--- src/rtl/instr_loader.sv ---
// Boot-time instruction loader: receives a 2-byte word-count header and a
// big-endian byte stream, writes 32-bit words into instruction memory from
// word 0 upward, and holds the CPU in reset until the program is in place.
module instr_loader #(
    parameter int DEPTH = 256,
    parameter int CNT_W = 16
) (
    input  logic        clk_i,
    input  logic        rst_i,
    input  logic        start_i,
    input  logic [7:0]  byte_i,
    input  logic        byte_valid_i,
    output logic        byte_ready_o,
    output logic        im_we_o,
    output logic [31:0] im_addr_o,
    output logic [31:0] im_data_o,
    output logic        cpu_rst_o,
    output logic        done_o,
    output logic        err_o
);

    // One extra bit so a word index equal to DEPTH is representable.
    localparam int IDX_W = $clog2(DEPTH) + 1;

    typedef enum logic [2:0] {
        S_HDR0,
        S_HDR1,
        S_DATA,
        S_WRITE,
        S_DONE,
        S_ERR
    } state_t;

    state_t             state_q, state_d;
    logic [CNT_W-1:0]   cnt_q, cnt_d;
    logic [IDX_W-1:0]   idx_q, idx_d;
    logic [1:0]         bidx_q, bidx_d;
    logic [23:0]        asm_q, asm_d;
    logic               byte_ready_q, byte_ready_d;
    logic               im_we_q, im_we_d;
    logic [31:0]        im_addr_q, im_addr_d;
    logic [31:0]        im_data_q, im_data_d;
    logic               cpu_rst_q, cpu_rst_d;
    logic               done_q, done_d;
    logic               err_q, err_d;

    logic               accept;
    logic [CNT_W-1:0]   hdr_cnt;
    logic [IDX_W-1:0]   idx_inc;

    // Next-state, datapath and registered-output computation.
    always_comb begin
        state_d   = state_q;
        cnt_d     = cnt_q;
        idx_d     = idx_q;
        bidx_d    = bidx_q;
        asm_d     = asm_q;
        im_addr_d = im_addr_q;
        im_data_d = im_data_q;

        accept  = byte_valid_i && byte_ready_q;
        hdr_cnt = CNT_W'({cnt_q[CNT_W-1:CNT_W-8], byte_i});
        idx_inc = idx_q + IDX_W'(1);

        case (state_q)
            S_HDR0: begin
                if (accept) begin
                    cnt_d   = CNT_W'({byte_i, 8'h00});
                    state_d = S_HDR1;
                end
            end
            S_HDR1: begin
                if (accept) begin
                    cnt_d  = hdr_cnt;
                    idx_d  = '0;
                    bidx_d = '0;
                    if (hdr_cnt == '0) begin
                        state_d = S_DONE;
                    end else if (32'(hdr_cnt) > 32'(DEPTH)) begin
                        state_d = S_ERR;
                    end else begin
                        state_d = S_DATA;
                    end
                end
            end
            S_DATA: begin
                if (accept) begin
                    asm_d = {asm_q[15:0], byte_i};
                    if (bidx_q == 2'd3) begin
                        bidx_d    = '0;
                        im_addr_d = 32'(idx_q) << 2;
                        im_data_d = {asm_q, byte_i};
                        state_d   = S_WRITE;
                    end else begin
                        bidx_d = bidx_q + 2'd1;
                    end
                end
            end
            S_WRITE: begin
                idx_d = idx_inc;
                if (CNT_W'(idx_inc) == cnt_q) begin
                    state_d = S_DONE;
                end else begin
                    state_d = S_DATA;
                end
            end
            S_DONE, S_ERR: begin
                if (start_i) begin
                    idx_d   = '0;
                    bidx_d  = '0;
                    cnt_d   = '0;
                    state_d = S_HDR0;
                end
            end
            default: state_d = S_HDR0;
        endcase

        byte_ready_d = (state_d == S_HDR0) || (state_d == S_HDR1) || (state_d == S_DATA);
        im_we_d      = (state_d == S_WRITE);
        done_d       = (state_d == S_DONE);
        err_d        = (state_d == S_ERR);
        cpu_rst_d    = (state_d == S_DONE);
    end

    // State, datapath and output registers with asynchronous active-low reset.
    always_ff @(posedge clk_i or negedge rst_i) begin
        if (!rst_i) begin
            state_q      <= S_HDR0;
            cnt_q        <= '0;
            idx_q        <= '0;
            bidx_q       <= '0;
            asm_q        <= '0;
            byte_ready_q <= 1'b1;
            im_we_q      <= 1'b0;
            im_addr_q    <= '0;
            im_data_q    <= '0;
            cpu_rst_q    <= 1'b0;
            done_q       <= 1'b0;
            err_q        <= 1'b0;
        end else begin
            state_q      <= state_d;
            cnt_q        <= cnt_d;
            idx_q        <= idx_d;
            bidx_q       <= bidx_d;
            asm_q        <= asm_d;
            byte_ready_q <= byte_ready_d;
            im_we_q      <= im_we_d;
            im_addr_q    <= im_addr_d;
            im_data_q    <= im_data_d;
            cpu_rst_q    <= cpu_rst_d;
            done_q       <= done_d;
            err_q        <= err_d;
        end
    end

    assign byte_ready_o = byte_ready_q;
    assign im_we_o      = im_we_q;
    assign im_addr_o    = im_addr_q;
    assign im_data_o    = im_data_q;
    assign cpu_rst_o    = cpu_rst_q;
    assign done_o       = done_q;
    assign err_o        = err_q;

endmodule

--- config.mk ---
export PLATFORM = sky130hd
export DESIGN_NAME = instr_loader
export DESIGN_NICKNAME = d
export VERILOG_FILES = /design/src/rtl/instr_loader.sv
export SDC_FILE = /design/constraint.sdc
export NUM_CORES = 1
export LEC_CHECK = 0
export ABC_AREA = 1
export CAP_MARGIN = 20
export CORE_ASPECT_RATIO = 0.75
export CORE_MARGIN = 2
export CORE_UTILIZATION = 42
export CTS_BUF_LIST = sky130_fd_sc_hd__clkbuf_4 sky130_fd_sc_hd__clkbuf_8 sky130_fd_sc_hd__clkbuf_16
export CTS_CLUSTER_DIAMETER = 100
export DETAILED_ROUTE_END_ITERATION = 10
export PLACE_DENSITY = 0.66
export SYNTH_ARGS = -nofsm -noshare
export SYNTH_HDL_FRONTEND = slang
export SYNTH_SLANG_ARGS = --single-unit
export TNS_END_PERCENT = 5
--- constraint.sdc ---
create_clock -name clk_i -period 1.9 [get_ports clk_i]
set_clock_uncertainty 0.05 [all_clocks]
set_input_delay 0.38 -clock clk_i [delete_from_list [all_inputs] [get_ports clk_i]]
set_output_delay 0.38 -clock clk_i [all_outputs]
set_load 0.005 [all_outputs]
; ---- After elaboration in Yosys (flattened, before gate mapping)
; Cells that the tools add are included.
[op_classes]
n_addsub = 2
n_lt_le_gt_ge = 1
eq_ne = 16
n_mux = 21
n_bitwise = 1
n_reduce_logical = 17
[op_table]
columns = cell, count
row1 = $pmux 16 s3, 1
row2 = $mux 16, 2
row3 = $pmux 9 s3, 1
row4 = $mux 3, 8
row5 = $mux 9, 2
row6 = $eq 9x16->1, 1
row7 = $gt 16x9->1 const B, 1
row8 = $logic_not 16->1, 1
row9 = $pmux 3 s5, 1
row10 = $eq 3x2->1 const B, 4
row11 = $eq 3x3->1 const B, 4
row12 = $reduce_and 4->1, 3
row13 = $add 9x1->9 const B, 1
row14 = $reduce_bool 3->1, 3
row15 = $mux 2, 4
row16 = $mux 8, 1
row17 = $ne 2x2->1 const B, 4
row18 = $eq 3x1->1 const B, 2
row19 = $logic_not 3->1, 2
row20 = $pmux 2 s3, 1
row21 = $reduce_and 3->1, 2
row22 = $add 2x1->2 const B, 1
row23 = $eq 2x2->1 const B, 1
row24 = $logic_or 1x1->1, 2
row25 = other kinds (5), 5
[totals]
regBits = 99
inputBits = 12
out_inout_bits = 69
wordCells = 70

; ---- Longest topological paths before layout
; Gate-level depths: netlist (run 1).
[logic_depth]
word_depth = 8
mapped_depth = 13
ltp_nobuf = 13

; ---- Least setup slack after synthesis (run 1)
; OpenSTA, ideal clock, no wires.
[synth_timing]
kind = flip-flop to flip-flop
from = register idx_q[1]
to = register done_q (netlist: done_o)
setup_time_ns = 0.069
t_arrival_ns = 1.485
required_ns = 1.781
setup_slack_ns = 0.296
path_stages_with_launch = 14
path_buffers = 0
period_less_slack_ns = 1.604
cell_sequence = dfrtp_1 > ha_1 > nand2_2 > inv_2 > nand3_2 > nand2_2 > nand3_1 > nand2_1 > nand2_1 > nor2_2 > nand3_1 > nand2_2 > inv_2 > nor2_2
[synth_via]
elab_chain_cells = 5
[synth_lines]
columns = item, line
row1 = "start, declared", 36  ; logic [IDX_W-1:0] idx_q, idx_d;
row2 = "start signal, assigned", 143  ; idx_q <= idx_d;
row3 = $add 9x1->9, 63  ; idx_inc = idx_q + IDX_W'(1);
row4 = $eq 9x16->1, 101  ; if (CNT_W'(idx_inc) == cnt_q) begin
row5 = $mux 3, 101
row6 = $pmux 3 s5, 65  ; case (state_q)
row7 = via state_d[2], 34  ; state_t state_q, state_d;
row8 = $eq 3x3->1, -
row9 = via cpu_rst_d, 43  ; logic cpu_rst_q, cpu_rst_d;
row10 = "end signal, assigned", 151  ; done_q <= done_d;
row11 = "end, declared", 44  ; logic done_q, done_d;
; The timed path passes the listed nets, and every way through them passes these cells.
; A chain may end at the register's enable or synchronous reset.

; ---- Worst setup path in the final report (run 1)
[layout_timing]
from = register byte_ready_q (netlist: byte_ready_o)
to = output port byte_ready_o
[layout_rtl]
columns = item, line
row1 = "start, declared", 39  ; logic byte_ready_q, byte_ready_d;
row2 = "start signal, assigned", 146  ; byte_ready_q <= byte_ready_d;
row3 = "end, declared", 13  ; output logic byte_ready_o,
; No word-level cell between the ends.

==> run metrics, run 1 <==
Mapped Avg Cell Area just under 9 µm²; Setup crit end byte_ready_o; Final Util 0.547; critical path's slowest cell dfstp_2; first-pass GRT wire length 16.7 mm; total power slightly above 7 mW; RSZ-0062 raised after global routing true; share of layout cells above drive strength 1 0.126; Required @ worst endpoint around 1.5 ns; DP Worst Slack -0.144 ns; Critical Path Start byte_ready_o; largest delay contributor family on the critical path flip-flops; cell count along the critical path 1; LEAKAGE around 2.6 nW; Area Overhead vs Synth 26.3%; origin of the critical flop-to-flop path idx_q[1]; R2R cell count 13; max cap viols 0; Max Root-Sink Buffers 2; Crit Path Max Fanout 2; Clock Sinks 99; CTS tree done; endpoints failing hold 0; async set-reset flop share out of synthesis 1.00; CP Buf/Inv Count 1; clk_lat worst skew ~0.34 ns; die area about 11000 µm²; kind of critical path reg -> out; Mapped Cells a little over 500; Rows 32; most common cell after layout, fill and taps aside nand2_1; GRT Residual Overflow 0; RR Endpoint done_o; post-layout min period about 1.8 ns; largest net degree at the start of global routing around 60; synthesized area 4460 µm²; die width roughly 120 µm; IO buf count 57; arrival time at the worst endpoint about 1.4 ns; Yosys reg bits between 90 and 100; status finished clean; # fillers 915; reg2reg setup slack 0.12 ns; DR WL/cell between 10 and 15 µm; DP HPWL between 7 and 8 mm; final RePlAce weighted congestion ~0.84; Iteration-0 DRC Markers roughly 240; total power divided by cell area around 1300 nW/µm²; H-Tree Depth 3; number of global-route vias before repair about 3300; crit path capture type output pin; gr usage total 0.188; chip height about 93 µm; Synth cell types 29; Peak VDD IR between 0.0005 and 0.0006 V; Final Max Tran Viols 0; core area approximately 10000 µm²; top_reg_cell synth dfrtp_1; routed wire length a little under 10 mm; Post-synth EDFFs 0; root buf cell clkbuf_16; ANT nets after route 0; fmax roughly 560 MHz; Worst Setup Start Kind flop; first drt pass iteration count 5; worst stage delay on the critical path about 0.53 ns; Residual DRC 0; via count around 3500; Initial Utilization 0.433; worst path cell trace clkdlybuf4s50_1; sequential area share after synthesis 0.556; worst min-delay path class in -> async; initial antenna violation count 0; most frequent cells in the layout 115 x nand2_1, 98 x dfrtp_1, 83 x o21ai_0; yosys warns 0; fin crit share 0.946; endpoints failing setup 0; Final WS setup about 0.1 ns; ant diodes 0; io pins ~80; Num CTS Buffers 9; Clock Pin Slew Worst Setup and Hold Paths 0.06 ns; nets@finish between 500 and 600; drt via density between 4 and 5
[registers in the layout, summed over array words and instances, names as in the netlist]
register / flops
im_data_o: 32
asm_q: 24
cnt_q: 16
idx_q: 9
im_addr_o: 9
state_q: 3
bidx_q: 2
byte_ready_o: 1
done_o: 1
err_o: 1
im_we_o: 1
[cell families after synthesis]
logic type	after synthesis	share of synthesized area
xor gates and xnor gates	1	0.00196
and+or+nand+nor	193	0.199
adders and majority gates	2	0.00561
other	1	0.000841
buffers and inverters	114	0.119
AOI/OAI and AO/OA	100	0.118
DFF	99	0.556
[layout make-up]
type,instances,area (µm²),share of cell area
multi-input combinational,319,1560,0.276
timing repair buffer,81,813,0.144
clock buffer,11,246,0.0438
tap,136,170,0.0302
inverter,74,280,0.0498
clock inverter,5,85.1,0.0151
sequential,99,2480,0.440
[worst min path at each step]
stage	to	slack, ns	depth (start not counted)
after floorplan	asm_q[0]	0.03	0
after global placement	im_data_o[20]	0.26	1
after detailed placement	im_data_o[13]	0.26	1
after CTS	im_data_o[3]	0.44	2
after global routing	asm_q[9]	0.45	2
final	im_data_o[13]	0.43	2
[synthesized netlist by cell type (5+ instances only)]
master / count / area share
nand2_2: 7 / 0.0098
nand2_1: 117 / 0.099
buf_4: 24 / 0.040
nor2_1: 14 / 0.012
inv_1: 69 / 0.058
clkbuf_1: 6 / 0.0051
nor2_4: 5 / 0.013
o21ai_0: 83 / 0.093
o22ai_1: 5 / 0.0070
nand4_1: 7 / 0.0098
buf_2: 10 / 0.011
nand3_1: 35 / 0.039
dfrtp_1: 98 / 0.55
[per-stage QoR]
stage / std cells / TNS, ns / area [µm²] / hold WS, ns
4_1_cts: 724 / 0 / 5600 / 0.436
2_1_floorplan: 532 / 0 / 4540 / 0.0344
3_3_place_gp: 707 / -0.300 / 5260 / 0.255
3_5_place_dp: 707 / -0.422 / 5260 / 0.258
6_report: 725 / 0 / 5630 / 0.431
5_1_grt: 725 / -0.174 / 5630 / 0.454
[report_power, final]
| part | total (mW) | internal [mW] | switching [mW] |
|---|---|---|---|
| Sequential | 2.84 | 2.58 | 0.251 |
| Combinational | 2.21 | 0.862 | 1.35 |
| Clock | 1.99 | 1.21 | 0.781 |
[layer usage]
| metal | track usage | vias to the layer above | share of wire |
|---|---|---|---|
| met5 | 0 | - | 0 |
| met2 | 0.286 | 96 | 0.45 |
| met3 | 0.0396 | 11 | 0.050 |
| li1 | - | 1720 | - |
| met4 | 0.0517 | 0 | 0.012 |
| met1 | 0.273 | 1680 | 0.49 |
[what timing repair did]
action	4_1_cts	5_1_grt
gates resized for setup	0	7
hold buffers	1	0
setup endpoints to repair	0	5
hold endpoints to repair	21	0
setup buffers	0	1
No activity file was read; power rests on OpenSTA's default activity.
==> inputs of run 2 (changes only) <==
--- a/config.mk
+++ b/config.mk
@@ -13,7 +13,7 @@
 export CTS_BUF_LIST = sky130_fd_sc_hd__clkbuf_4 sky130_fd_sc_hd__clkbuf_8 sky130_fd_sc_hd__clkbuf_16
 export CTS_CLUSTER_DIAMETER = 100
 export DETAILED_ROUTE_END_ITERATION = 10
-export PLACE_DENSITY = 0.66
+export PLACE_DENSITY = 0.76
 export SYNTH_ARGS = -nofsm -noshare
 export SYNTH_HDL_FRONTEND = slang
 export SYNTH_SLANG_ARGS = --single-unit
==> run 2 against run 1 <==
Compared with the run above: critical path depth is 12 higher; the run now ends with setup timing left; die area stayed put; critical endpoint is now done_o; routed wire length down 0.45%; setup slack worse by 0.14 ns; non-clock buffer count up 1; design area shrank 1.0%.
==> run metrics, run 2 (synthesis gave the netlist of run 1 again) <==
number of global-route vias before repair 3405 (+2.3%); Rows 32 (unchanged); Initial Utilization 0.433 (unchanged); met3 routed WL 508 µm (+3.7%); worst hold slack 0.432 ns (+0.00107 ns); via count 3526 (+0.54%); Peak VDD IR 0.000518 V (-6.2%); max cap viols 0 (unchanged); status finished with violations; ANT nets after route 0 (unchanged); IO buf count 57 (unchanged); first drt pass iteration count 5 (unchanged); worst min-delay path class reg -> reg; non-filler cells, final 724 (-0.14%); Max Root-Sink Buffers 2 (unchanged); DR WL/cell 13.5 µm (-0.31%); core area 10300 µm² (unchanged); failing checks setup timing; Worst Setup Start Kind flop; share of layout cells above drive strength 1 0.128 (+0.00191); LEAKAGE 2.61 nW (-1.1%); first-pass GRT wire length 16.1 mm (-3.4%); # fillers 898 (-1.9%); Final WS setup -0.0370 ns (-0.139 ns); CTS tree done; io pins 81 (unchanged); arrival time at the worst endpoint 2.17 ns (+0.80 ns); kind of critical path reg -> reg; Residual DRC 0 (unchanged); routed wl met2 4.53 mm (+2.1%); final RePlAce weighted congestion 0.849 (+1.3%); most common cell after layout, fill and taps aside nand2_1; chip height 93.2 µm (unchanged); DP HPWL 7.00 mm (-1.6%); routed wire length 9.77 mm (-0.45%); initial antenna violation count 0 (unchanged); Crit Path Max Fanout 4 (+2); Required @ worst endpoint 2.13 ns (+0.66 ns); gr usage total 0.182 (-0.00607); most frequent cells in the layout 115 x nand2_1, 98 x dfrtp_1, 83 x o21ai_0; post-layout min period 1.94 ns (+0.139 ns); drt via density 4.87 (+0.68%); largest net degree at the start of global routing 55 (-6.8%); Area Overhead vs Synth 25.0%; M1 WL 4.57 mm (-4.2%); root buf cell clkbuf_16; placed cell count 706 (-0.14%); H-Tree Depth 3 (unchanged); Iteration-0 DRC Markers 255 (+8.1%); Final Max Tran Viols 0 (unchanged); fmax 516 MHz (-7.2%); GRT Residual Overflow 0 (unchanged); endpoints failing setup 1 (+1); RSZ-0062 raised after global routing true; fin crit share 1.02 (+0.0730); Clock Sinks 99 (unchanged); total power divided by cell area 1210 nW/µm² (-3.1%); nets@finish 599 (+0.17%); die width 123 µm (unchanged); max reg flops 32 (unchanged); ant diodes 0 (unchanged); Top Layer Used met4; Clock Pin Slew Worst Setup and Hold Paths 0.06 ns (about the same); clk_lat worst skew 0.35 ns (about the same); Num CTS Buffers 9 (unchanged); crit path capture type flop; die area 11500 µm² (unchanged); endpoints failing hold 0 (unchanged)
[run 2: power breakdown]
| group | leakage, nW | internal, mW | switching (mW) |
|---|---|---|---|
| Combinational | 1.19 | 0.866 | 1.36 |
| Sequential | 1.28 | 2.58 | 0.243 |
| Clock | 0.134 | 0.957 | 0.742 |
[run 2: critical path, stage by stage (launching register included)]
cell     delay [ns]
dfrtp_1        0.44
ha_4           0.30
inv_2          0.03
nand2_1        0.04
nand2_1        0.04
nor2_1         0.10
nand2_1        0.07
nor2_2         0.11
nand4_1        0.14
nor2_2         0.17
nand2_1        0.08
nand2_2        0.10
nand3_2        0.07
nor2_2         0.12
[run 2: final cells by class]
class                      count  area, µm²  area share
clock buffer                  12        260      0.0467
tap                          136        170      0.0305
inverter                      74        278      0.0499
multi-input combinational    319       1560       0.281
timing repair buffer          82        808       0.145
clock inverter                 2       12.5     0.00225
sequential                    99       2480       0.445
[run 2: through the flow]
step	setup TNS (ns)	power [mW]	area (µm²)	util	worst slack, ns
6_report	-0.0370	6.75	5570	0.541	-0.0370
5_1_grt	-0.833	7.22	5570	0.541	-0.286
4_1_cts	0	6.67	5520	0.536	0.0145
3_5_place_dp	-0.347	4.95	5240	0.509	-0.116
3_3_place_gp	-0.175	4.86	5240	0.509	-0.0777
2_1_floorplan	0	4.23	4540	-	0.296
[run 2: worst paths after layout]
kind,slack (ns),depth (start not counted),start,to
max,-0.04,13,idx_q[0],done_o
min,0.43,2,im_addr_o[6],im_addr_o[6]
max reg2reg,-0.04,13,idx_q[0],done_o
min reg2reg,0.43,2,im_addr_o[6],im_addr_o[6]
max in group asynchronous,0.78,3,rst_i,byte_ready_o
min in group asynchronous,0.44,2,rst_i,im_data_o[13]
[run 2: per-layer routing]
metal,track usage,vias up
met4,0.0651,0
met2,0.273,92
met3,0.0470,16
met5,0,-
met1,0.255,1690
li1,-,1728
[run 2: repair_timing]
| action | 4_1_cts | 5_1_grt |
|---|---|---|
| setup buffers | 0 | 3 |
| setup endpoints to repair | 0 | 5 |
| hold buffers | 1 | 0 |
| endpoints found under the hold margin | 25 | 0 |
| gates resized for setup | 0 | 7 |
==> inputs of run 3 (changes only) <==
--- a/config.mk
+++ b/config.mk
@@ -13,6 +13,7 @@
 export CTS_BUF_LIST = sky130_fd_sc_hd__clkbuf_4 sky130_fd_sc_hd__clkbuf_8 sky130_fd_sc_hd__clkbuf_16
 export CTS_CLUSTER_DIAMETER = 100
 export DETAILED_ROUTE_END_ITERATION = 10
+export GPL_ROUTABILITY_DRIVEN = 0
 export PLACE_DENSITY = 0.76
 export SYNTH_ARGS = -nofsm -noshare
 export SYNTH_HDL_FRONTEND = slang
==> results of run 3 <==
Same layout as run 2: the final DEF is identical, and so are final timing and power.
